[config.mk]
export PLATFORM = sky130hd
export DESIGN_NAME = alu_share_arb
export DESIGN_NICKNAME = d
export VERILOG_FILES = /design/src/rtl/alu_share_arb.sv
export SDC_FILE = /design/constraint.sdc
export NUM_CORES = 1
export LEC_CHECK = 0
export BUFFER_PORTS_ARGS = -buffer_cell sky130_fd_sc_hd__clkbuf_2
export CORE_AREA = 2 2 113 115
export CTS_CLUSTER_DIAMETER = 80
export DETAILED_ROUTE_END_ITERATION = 12
export DIE_AREA = 0 0 115 117
export HOLD_SLACK_MARGIN = 0.1
export SKIP_LAST_GASP = 1
export SLEW_MARGIN = 20
export SYNTH_ARGS = -nofsm -noshare
export SYNTH_HDL_FRONTEND = slang
export SYNTH_SLANG_ARGS = --single-unit
[constraint.sdc]
create_clock -name clk -period 3.6 [get_ports clk]
set_input_delay 0.36 -clock clk [delete_from_list [all_inputs] [get_ports clk]]
set_output_delay 0.36 -clock clk [all_outputs]
set_load 0.005 [all_outputs]
[src/rtl/alu_share_arb.sv]
// alu_share_arb
// Shares one combinational ALU between two requesters, using round-robin
// arbitration. The granted operation drives the ALU. The block registers
// the result into a single-entry response buffer and tags it with the
// requester id.
//
// Ports:
//   clk, rst                 clock, synchronous active-high reset
//   rN_valid/ready           request handshake for requester N (N = 0, 1)
//   rN_a, rN_b, rN_op        operands and 4-bit ALU control code
//   alu_a, alu_b, alu_ctrl   drive to the shared ALU (zero when idle)
//   alu_result, alu_zero     combinational ALU outputs
//   rsp_valid/ready          response handshake
//   rsp_id                   requester that issued the buffered result
//   rsp_result, rsp_zero     registered ALU outputs
//   ops_done                 wrapping count of accepted operations
module alu_share_arb #(
   parameter int WIDTH = 32,
   parameter int CNT_W = 16
) (
   input  logic             clk,
   input  logic             rst,
   input  logic             r0_valid,
   output logic             r0_ready,
   input  logic [WIDTH-1:0] r0_a,
   input  logic [WIDTH-1:0] r0_b,
   input  logic [3:0]       r0_op,
   input  logic             r1_valid,
   output logic             r1_ready,
   input  logic [WIDTH-1:0] r1_a,
   input  logic [WIDTH-1:0] r1_b,
   input  logic [3:0]       r1_op,
   output logic [WIDTH-1:0] alu_a,
   output logic [WIDTH-1:0] alu_b,
   output logic [3:0]       alu_ctrl,
   input  logic [WIDTH-1:0] alu_result,
   input  logic             alu_zero,
   output logic             rsp_valid,
   input  logic             rsp_ready,
   output logic             rsp_id,
   output logic [WIDTH-1:0] rsp_result,
   output logic             rsp_zero,
   output logic [CNT_W-1:0] ops_done
);

   localparam logic [0:0] P0 = 1'b0;
   localparam logic [0:0] P1 = 1'b1;

   logic [0:0] prio;
   logic       can_accept;
   logic       gnt;      // a grant is made this cycle
   logic       gnt_id;   // index of the granted requester

   // Draining the buffered result frees the slot in the same cycle.
   assign can_accept = !rsp_valid || rsp_ready;

   // The priority pointer only matters when both requesters are valid.
   // Otherwise the single valid requester wins. Reset blocks grants so
   // that no ready is issued in reset cycles.
   always_comb begin
      gnt    = !rst && can_accept && (r0_valid || r1_valid);
      gnt_id = (r0_valid && r1_valid) ? (prio == P1) : r1_valid;
   end

   assign r0_ready = gnt && !gnt_id;
   assign r1_ready = gnt &&  gnt_id;

   always_comb begin
      alu_a    = '0;
      alu_b    = '0;
      alu_ctrl = 4'b0000;
      if (gnt) begin
         alu_a    = gnt_id ? r1_a  : r0_a;
         alu_b    = gnt_id ? r1_b  : r0_b;
         alu_ctrl = gnt_id ? r1_op : r0_op;
      end
   end

   always_ff @(posedge clk) begin
      if (rst) begin
         rsp_valid  <= 1'b0;
         rsp_id     <= 1'b0;
         rsp_result <= '0;
         rsp_zero   <= 1'b0;
         ops_done   <= '0;
         prio       <= P0;
      end else if (gnt) begin
         // An accept overwrites any result that is drained in the same
         // cycle, so there is no bubble.
         rsp_valid  <= 1'b1;
         rsp_id     <= gnt_id;
         rsp_result <= alu_result;
         rsp_zero   <= alu_zero;
         ops_done   <= ops_done + 1'b1;
         prio       <= gnt_id ? P0 : P1;
      end else if (rsp_valid && rsp_ready) begin
         // Drain only. The payload keeps its stale value.
         rsp_valid <= 1'b0;
      end
   end

endmodule

==> metrics, run 1 <==
Top Ports 295; Final #Nets 921; fin cells 897; max-slew violation count 0; vias per cell 4.528; ys async rst share 0%; Worst Path Max Fanout 28; first-pass GRT wire length 17810 µm; status completed; Clk pin slew, worst setup/hold paths 0.07 ns; initial antenna violation count 0; row cnt 41; CTS Buf Count 5; Hold Startpoint alu_result[29]; PD cells 315.8 nW/µm²; Post-Syn Instances 472; Arr. time, crit path 1.96 ns; Pwr Total 1487 µW; CTS tree yes; crit share post-route 64.45%; Die H 117 µm; Synth cell types 28; largest net degree at the start of global routing 71; Placed Area 4564 µm²; Post-CTS Setup Repair Bufs 0; antenna cell count 0; Routed Antenna Nets 0; Port-buffer cells 294; Worst slew margin 50.65%; Top FF cell, synth dfxtp_1; # Max-Cap Violations 0; Num Clock Sinks 52; clock root buffer clkbuf_16; Routed WL 12630 µm; Final GP Congestion 0.7293; number of synthesized flops with an enable pin 0; drt wl/cell 14.08 µm; unrepaired setup endpoints after global routing no; fraction of layout cells with a size suffix above 1 42.57%; hold_buf cts 0; #FFs+latches synth 52; post-CTS resize count 0; mapped cell area 2928 µm²; Worst Path Required 3.24 ns; Placed Cells 889; Setup Crit Path Kind reg2out; GRT overflow 0; clk buf depth 2; Startpoint Class register; Post-DP HPWL 10190 µm; Starting Density 23.78%; initial DRC count 250; post-layout min period 2.320 ns; die area 13460 µm²; fmax 431.0 MHz; sequential area share after synthesis 35.56%; via count 4062; Setup Skew 0.009904 ns; endpoint type of the worst setup path output port; Worst VDD drop 0.1667 mV; GRT Total Usage 16.65%; final count of hold timing violations 0; Die W 115 µm; FF-to-FF Start ops_done[0]; core box area 12310 µm²; Finished Cell Area 4710 µm²; Worst Max-Slew Pin Slew 0.7374 ns; Avg Cell Area, Syn 6.203 µm²; Layout area overhead 60.85%; setup_tns 0 ns; yosys warns 0; router iterations before antenna repair 4; Hold Crit Class in2reg; leak pwr 0.002489 µW; final setup violating endpoints 0; CP startpoint prio; syn nets 647; H-tree Lvls 2; vias in the first global route 3430; DRC Markers 0; later-pin clock latency in the skew report 0.29 ns
[power breakdown]
part	switching, µW	internal (µW)
Combinational	214	186
Clock	203	259
Sequential	18.1	606
Total	435	1050
[critical path, cell delays in order (launching register included)]
cell and delay [ns]:
dfxtp_1 0.34, o21ai_4 0.61, buf_4 0.33, nand2_1 0.09, a21oi_1 0.15, clkbuf_2 0.13
[cell usage after synthesis (2+ instances only)]
library cell | count | area, µm²
a21oi_1 | 110 | 550.5
and4_1 | 2 | 17.52
buf_1 | 3 | 11.26
clkbuf_1 | 36 | 135.1
dfxtp_1 | 52 | 1041
inv_1 | 3 | 11.26
nand2_1 | 212 | 795.8
nand3_1 | 3 | 15.01
nand4_1 | 2 | 12.51
nor2_1 | 11 | 41.29
nor4_1 | 2 | 12.51
nor4b_1 | 2 | 17.52
o21ai_1 | 2 | 10.01
o311ai_0 | 2 | 17.52
o31ai_1 | 5 | 37.54
o41ai_1 | 2 | 17.52
or3_1 | 2 | 12.51
or4_1 | 6 | 45.04
xnor2_1 | 6 | 52.55
[layout make-up]
cell class / count / area [µm²]
multi-input combinational: 378 / 1750
timing repair buffer: 306 / 1574
inverter: 3 / 11.26
clock inverter: 2 / 16.27
fill: 1413 / 7602
clock buffer: 6 / 128.9
sequential: 52 / 1041
tap: 150 / 187.7
[through the flow]
step | setup WS, ns | hold slack, ns | util (%)
3_5_place_dp | 1.335 | 0.4479 | 37.07
5_1_grt | 1.094 | 0.2934 | 38.25
4_1_cts | 1.213 | 0.2856 | 38.25
2_1_floorplan | 1.770 | 0.4527 | -
6_report | 1.280 | 0.2880 | 38.25
3_3_place_gp | 1.348 | 0.4432 | 37.07
[kinds of logic (layout without fill, tap and decap cells)]
logic type               Yosys count  in the layout  share of synthesized area [%]
adder cells (fa/ha/maj)            1              1                         0.4273
AO/OA/AOI/OAI                    124            124                          22.39
XOR/XNOR                           7              7                          2.094
buffers and inverters             42            317                          5.385
AND/OR/NAND/NOR                  246            246                          34.15
flip-flops                        52             52                          35.56
[layout by cell type, fill, tap and decap left out, types with 2 or more instances in the layout]
cell / netlist / routed
a21oi_1: 110 / 110
and4_1: 2 / 2
buf_4: 0 / 11
clkbuf_16: 0 / 5
clkbuf_2: 0 / 294
dfxtp_1: 52 / 52
inv_1: 3 / 3
nand2_1: 212 / 211
nand3_1: 3 / 3
nand4_1: 2 / 2
nor2_1: 11 / 10
nor4_1: 2 / 2
nor4b_1: 2 / 2
o311ai_0: 2 / 2
o31ai_1: 5 / 5
o41ai_1: 2 / 2
or3_1: 2 / 2
or4_1: 6 / 6
xnor2_1: 6 / 6
[registers in the layout, indices dropped and copies added, names as in the netlist]
name,count
rsp_valid,1
ops_done,16
prio,1
rsp_result,32
rsp_zero,1
rsp_id,1
[path summary, 6_finish.rpt]
| kind | end | slack (ns) | cells after the start |
|---|---|---|---|
| max | alu_a[24] | 1.28 | 5 |
| min | rsp_result[29] | 0.29 | 3 |
| max reg2reg | ops_done[10] | 1.65 | 5 |
| min reg2reg | rsp_result[24] | 0.46 | 2 |
[per-layer routing]
metal / global-route usage, % / vias up / share of wire, %
met1: 22.26 / 1778 / 44
li1: - / 2108 / -
met5: 0 / - / 0
met2: 27.80 / 172 / 48
met3: 4.119 / 4 / 7.6
met4: 2.651 / 0 / 0.35
Power figures use the tool's default switching activity.
==> run 2: changes to the inputs <==
--- a/config.mk
+++ b/config.mk
@@ -5,11 +5,12 @@
 export SDC_FILE = /design/constraint.sdc
 export NUM_CORES = 1
 export LEC_CHECK = 0
+export ABC_AREA = 1
 export BUFFER_PORTS_ARGS = -buffer_cell sky130_fd_sc_hd__clkbuf_2
-export CORE_AREA = 2 2 113 115
+export CORE_AREA = 2 2 115 117
 export CTS_CLUSTER_DIAMETER = 80
 export DETAILED_ROUTE_END_ITERATION = 12
-export DIE_AREA = 0 0 115 117
+export DIE_AREA = 0 0 117 119
 export HOLD_SLACK_MARGIN = 0.1
 export SKIP_LAST_GASP = 1
 export SLEW_MARGIN = 20
==> constraint.sdc (replaced) <==
create_clock -name clk -period 2.3 [get_ports clk]
set_input_delay 0.23 -clock clk [delete_from_list [all_inputs] [get_ports clk]]
set_output_delay 0.23 -clock clk [all_outputs]
set_load 0.005 [all_outputs]
==> metrics, run 2 <==
status completed; first-pass GRT wire length 17070 µm (-4.1%); Placed Area 4616 µm² (+1.1%); Setup Skew 0.005599 ns (-0.004305 ns); Top FF cell, synth dfxtp_1; sequential area share after synthesis 35.28% (-0.27 points); Layout area overhead 62.34%; Routed Antenna Nets 0 (unchanged); yosys warns 0 (unchanged); r2r setup slk 0.70 ns (-0.95 ns); initial DRC count 160 (-36%); #FFs+latches synth 52 (unchanged); H-tree Lvls 2 (unchanged); most frequent cells in the layout nand2_1 (314), clkbuf_2 (294), dfxtp_1 (52), nand3_1 (41), nor2_1 (28); Clk pin slew, worst setup/hold paths 0.07 ns (about the same); Largest register FFs 32 (unchanged); crit share post-route 89.87%; Worst Max-Slew Pin Slew 0.4498 ns (-0.2876 ns); drt wl/cell 12.30 µm (-13%); Filler cells 1472 (+4.2%); Top Ports 295 (unchanged); leak pwr 0.002941 µW (+18%); Routed WL 12050 µm (-4.6%); Critical Path Sink alu_b[16]; mapped cell area 2950 µm² (+0.77%); DRC Markers 0 (unchanged); most common cell in the netlist nand2_1; Hold Startpoint alu_result[0]; Hold Crit Class in2reg; initial antenna violation count 1 (+1); Register Area 1041 µm² (unchanged); vias in the first global route 3514 (+2.4%); Startpoint Class register; number of synthesized flops with an enable pin 0 (unchanged); switching share of power 27.42% (-1.9 points); # Max-Cap Violations 0 (unchanged); Worst VDD drop 0.5245 mV (+210%); Synth top cells by count nand2_1 (314), dfxtp_1 (52), nand3_1 (41), nor2_1 (28), inv_1 (24); Port-buffer cells 294 (unchanged); Setup Crit Path Kind reg2out; clk buf depth 2 (unchanged); Synth cell types 21 (-25%); Internal 1759 µW (+67%); via count 4080 (+0.44%); Gate power share 24.1% (-2.8 points); share of power burned in registers 41.2% (-0.8 points); GRT overflow 0 (unchanged); unrepaired setup endpoints after global routing no; PD cells 505.9 nW/µm² (+60%); die area 13920 µm² (+3.5%); CP startpoint rsp_valid; final setup violating endpoints 0 (unchanged); Post-CTS Setup Repair Bufs 0 (unchanged); most common cell after layout, fill and taps aside nand2_1; final count of hold timing violations 0 (unchanged); CTS Buf Count 5 (unchanged); Arr. time, crit path 1.84 ns (-0.12 ns); biggest regs rsp_result x32, ops_done x16; area share of the largest cell type after synthesis 39.95% (+4.4 points); Die H 119 µm (+1.7%); post-layout min period 2.067 ns; Worst Path Max Fanout 50 (+79%); Num Clock Sinks 52 (unchanged); worst reg2reg endpoint ops_done[8]; clock share of power 34.6% (+3.5 points); Final #Nets 977 (+6.1%); Post-DP HPWL 9967 µm (-2.1%); vias per cell 4.163 (-8.1%); ys async rst share 0% (unchanged); fmax 483.8 MHz; Starting Density 22.92% (-0.87 points); Worst Path Required 2.07 ns (-1.17 ns); worst reg2reg path depth 6 (+1); largest cells by area after synthesis nand2_1 (40%), dfxtp_1 (35%), nand3_1 (7.0%), nor2_1 (3.6%), inv_1 (3.1%); FF-to-FF Start rsp_valid; Avg Cell Area, Syn 5.707 µm² (-8.0%); area of the multi-input gates 1658 µm² (-5.3%); syn nets 692 (+7.0%); endpoint type of the worst setup path output port; GRT Total Usage 15.50% (-1.2 points); clock root buffer clkbuf_16; router iterations before antenna repair 4 (unchanged); fraction of layout cells with a size suffix above 1 39.98% (-2.6 points); max-slew violation count 0 (unchanged); Final GP Congestion 0.7607 (+4.3%); CTS tree yes; row cnt 42 (+2.4%); Synth area leader nand2_1; Post-Syn Instances 517 (+9.5%); Die W 117 µm (+1.7%); core box area 12870 µm² (+4.6%); Most flops, register rsp_result; Finished Cell Area 4790 µm² (+1.7%); later-pin clock latency in the skew report 0.29 ns (about the same); setup_tns 0 ns (unchanged); largest net degree at the start of global routing 51 (-28%); NetSw 664.4 µW (+53%); Worst slew margin 69.98% (+19 points)
-- run 2: cell count changes in the layout (fill, tap and decap cells not counted), sizes merged, moves of 3 or more --
| cell | previous run | this run |
|---|---|---|
| nand2 | 212 | 314 |
| nor2 | 11 | 31 |
| a21oi | 110 | 6 |
| inv | 3 | 27 |
| xnor2 | 6 | 1 |
| o31ai | 5 | 0 |
| nand4 | 2 | 5 |
| or4 | 6 | 0 |
| nor3 | 0 | 4 |
| nand3 | 3 | 42 |
-- run 2: worst min-delay path by stage --
| stage | to | slack (ns) | cells after the start |
|---|---|---|---|
| after floorplan | rsp_valid | 0.30 | 1 |
| after global routing | rsp_result[3] | 0.13 | 3 |
| after CTS | rsp_result[0] | 0.12 | 3 |
| after global placement | rsp_result[27] | 0.42 | 3 |
| after detailed placement | rsp_result[8] | 0.43 | 3 |
| final | rsp_result[0] | 0.13 | 3 |
-- run 2: cells by family after synthesis --
kind of cell	after synthesis	synth area share [%]
buf+inv	55	8.524
simple gates	396	53.35
flops	52	35.28
compound gates	12	2.120
xor+xnor	1	0.2969
fa+ha+maj	1	0.4240
-- run 2: critical path, cell delays in order (launching register included) --
cell and delay [ns]:
dfxtp_1 0.31, nand2_1 0.13, nand2_1 0.11, nor2_4 0.12
nand2_1 0.11, inv_4 0.16, buf_12 0.24, nand2_1 0.11
nand2_1 0.10, clkbuf_2 0.11
-- run 2: through the flow --
step                utilization, %  hold WS (ns)  power, µW  setup WS, ns  cells
global placement             35.85        0.4242       1607        0.3955    971
CTS                          37.15        0.1226       2451        0.1048    979
detailed placement           35.85        0.4277       1609        0.3892    971
floorplan                        -        0.2991       1252        0.9442    517
finish                       37.20        0.1275       2423        0.2330    980
global route                 37.20        0.1282       2563       0.05331    980
-- run 2: metal layers --
layer	share of wire, %	wire (µm)	track usage (%)	vias to the layer above
met5	0	0	0	-
met4	1.7	210	4.044	0
met3	8.5	1029	3.766	14
met2	49	5869	27.53	196
met1	41	4943	18.40	1727
li1	-	-	-	2143
-- run 2: power groups by stage --
stage / Combinational (µW) / Clock, µW / Sequential, µW
after floorplan: 231 / 0 / 1020
after global placement: 588 / 0 / 1020
after detailed placement: 591 / 0 / 1020
after CTS: 593 / 858 / 1000
after global routing: 661 / 895 / 1010
final: 585 / 839 / 999
-- run 2: final cells by class --
cell class	count	share of cell area, %
timing repair buffer	305	33.23
inverter	28	2.273
antenna	1	0.05225
multi-input combinational	410	34.61
sequential	52	21.73
clock inverter	3	0.8882
tap	176	4.598
clock buffer	5	2.612
-- run 2: what timing repair did --
| item | in CTS | in global routing |
|---|---|---|
| setup endpoints to repair | 0 | 7 |
| resized for setup | 0 | 2 |
| hold buffers | 0 | 0 |
| endpoints found under the hold margin | 0 | 0 |
==> run 3: changes to the inputs <==
--- a/config.mk
+++ b/config.mk
@@ -7,10 +7,11 @@
 export LEC_CHECK = 0
 export ABC_AREA = 1
 export BUFFER_PORTS_ARGS = -buffer_cell sky130_fd_sc_hd__clkbuf_2
-export CORE_AREA = 2 2 115 117
+export CORE_AREA = 2 2 116 118
+export CTS_BUF_LIST = sky130_fd_sc_hd__clkbuf_4
 export CTS_CLUSTER_DIAMETER = 80
 export DETAILED_ROUTE_END_ITERATION = 12
-export DIE_AREA = 0 0 117 119
+export DIE_AREA = 0 0 118 120
 export HOLD_SLACK_MARGIN = 0.1
 export SKIP_LAST_GASP = 1
 export SLEW_MARGIN = 20
==> constraint.sdc (replaced) <==
create_clock -name clk -period 2.42 [get_ports clk]
set_input_delay 0.242 -clock clk [delete_from_list [all_inputs] [get_ports clk]]
set_output_delay 0.242 -clock clk [all_outputs]
set_load 0.005 [all_outputs]
==> metrics, run 3 (synthesized netlist as in run 2, its figures left out) <==
later-pin clock latency in the skew report 0.36 ns (+0.07 ns); Finished Cell Area 5036 µm² (+5.1%); Register Area 1041 µm² (unchanged); final setup violating endpoints 0 (unchanged); vias per cell 4.140 (-0.55%); largest net degree at the start of global routing 53 (+3.9%); biggest regs rsp_result x32, ops_done x16; DRC Markers 0 (unchanged); worst reg2reg path depth 8 (+2); Num Clock Sinks 52 (unchanged); Setup Skew 0.007320 ns (+0.001722 ns); endpoint type of the worst setup path output port; CTS Buf Count 5 (unchanged); initial antenna violation count 6 (+5); setup slack at placement 0.4962 ns (+0.1069 ns); Worst Path Max Fanout 26 (-48%); die area 14160 µm² (+1.7%); Die H 120 µm (+0.84%); Final #Nets 1011 (+3.5%); Startpoint Class input port; max-slew violation count 0 (unchanged); GRT overflow 0 (unchanged); status completed; # Max-Cap Violations 0 (unchanged); Placed Area 4603 µm² (-0.27%); worst hold margin 0.2493 ns (+0.1218 ns); H-tree Lvls 2 (unchanged); Top Ports 295 (unchanged); core box area 12980 µm² (+0.82%); Final WS setup 0.1832 ns (-0.04973 ns); Hold Crit Class in2reg; clk buf depth 2 (unchanged); Clk pin slew, worst setup/hold paths 0.14 ns (+0.07 ns); Filler cells 1449 (-1.6%); PD cells 403.3 nW/µm² (-20%); first-pass GRT wire length 20420 µm (+20%); leak pwr 0.003039 µW (+3.4%); Arr. time, crit path 1.99 ns (+0.15 ns); post-layout min period 2.237 ns; drt wl/cell 13.28 µm (+7.9%); area of the multi-input gates 1658 µm² (unchanged); Final GP Congestion 0.8479 (+11%); Layout area overhead 70.70%; vias in the first global route 3882 (+10%); Routed WL 13530 µm (+12%); final count of hold timing violations 0 (unchanged); Port-buffer cells 294 (unchanged); Most flops, register rsp_result; Worst VDD drop 0.3268 mV (-38%); Worst Max-Slew Pin Slew 0.4835 ns (+0.03371 ns); via count 4219 (+3.4%); Worst Hold Path Cells 4 (+1); Starting Density 22.73% (-0.19 points); Die W 118 µm (+0.85%); Largest register FFs 32 (unchanged); GRT Total Usage 18.17% (+2.7 points); Worst Path Required 2.18 ns (+0.11 ns); most common cell after layout, fill and taps aside nand2_1; initial DRC count 262 (+64%); fraction of layout cells with a size suffix above 1 38.11% (-1.9 points); Worst slew margin 67.77% (-2.2 points); row cnt 42 (unchanged); fmax 447.1 MHz; Setup Crit Path Kind in2out; Post-DP HPWL 11060 µm (+11%); crit share post-route 92.43%; CTS tree yes; clock root buffer clkbuf_4; most frequent cells in the layout nand2_1 (314), clkbuf_2 (294), dfxtp_1 (52), nand3_1 (41), dlygate4sd3_1 (34); Routed Antenna Nets 0 (unchanged); router iterations before antenna repair 4 (unchanged)
## run 3: cell types whose count changed in the layout (fill, tap and decap cells not counted)
cell	before	now
clkbuf_4	0	5
dlygate4sd3_1	0	34
clkbuf_16	5	0
buf_12	3	2
diode_2	1	6
clkinvlp_4	1	0
clkinv_1	0	2
clkinv_2	2	0
inv_2	2	3
buf_4	8	9
## run 3: timing repair
item | CTS | global route
endpoints found under the hold margin | 33 | 1
gates resized for setup | 0 | 2
endpoints found under the setup margin | 0 | 47
hold buffers | 33 | 1
setup buffers | 0 | 0
## run 3: layout make-up
| class | instances | share of cell area [%] |
|---|---|---|
| repair buffers | 339 | 38.11 |
| clock buffers | 5 | 0.7453 |
| multi-input cells | 410 | 32.92 |
| flip-flops and latches | 52 | 20.67 |
| diodes | 6 | 0.2981 |
| clock inverters | 3 | 0.7453 |
| inverters | 28 | 2.137 |
| well taps | 176 | 4.373 |
## run 3: metal layers
metal | up-vias | track usage [%] | wire length, µm
li1 | 2222 | - | -
met1 | 1798 | 22.17 | 5454
met2 | 189 | 30.89 | 6661
met3 | 10 | 5.798 | 1237
met4 | 0 | 4.744 | 174
met5 | - | 0 | 0
## run 3: final timing paths
path,from,endpoint,slack (ns)
min reg2reg,rsp_result[11],rsp_result[11],0.47
min,rsp_ready,rsp_valid,0.25
max reg2reg,rsp_valid,ops_done[12],0.86
max,rst,alu_b[10],0.18
## run 3: report_power, final
group          total, µW  switching [µW]  internal [µW]  leakage, µW
clock network        470             259            212    0.0000403
registers            951            35.1            915     0.000428
logic                610             306            304      0.00257
total               2030             600           1430      0.00304
## run 3: per-stage QoR
stage,setup TNS (ns),util [%],std cells,total power (µW)
after global routing,-0.006071,38.72,1015,2171
after floorplan,0,-,517,1189
after CTS,0,38.59,1012,2060
after global placement,0,35.46,971,1540
after detailed placement,0,35.46,971,1540
final,0,38.80,1019,2031
## run 3: critical path, cell delays in order
cell,delay [ns]
dlygate4sd3_1,0.54
clkbuf_2,0.15
inv_2,0.06
nand2_1,0.08
nor2_4,0.11
nand2_1,0.10
inv_4,0.23
buf_12,0.18
nand2_1,0.09
nand2_1,0.07
clkbuf_2,0.11
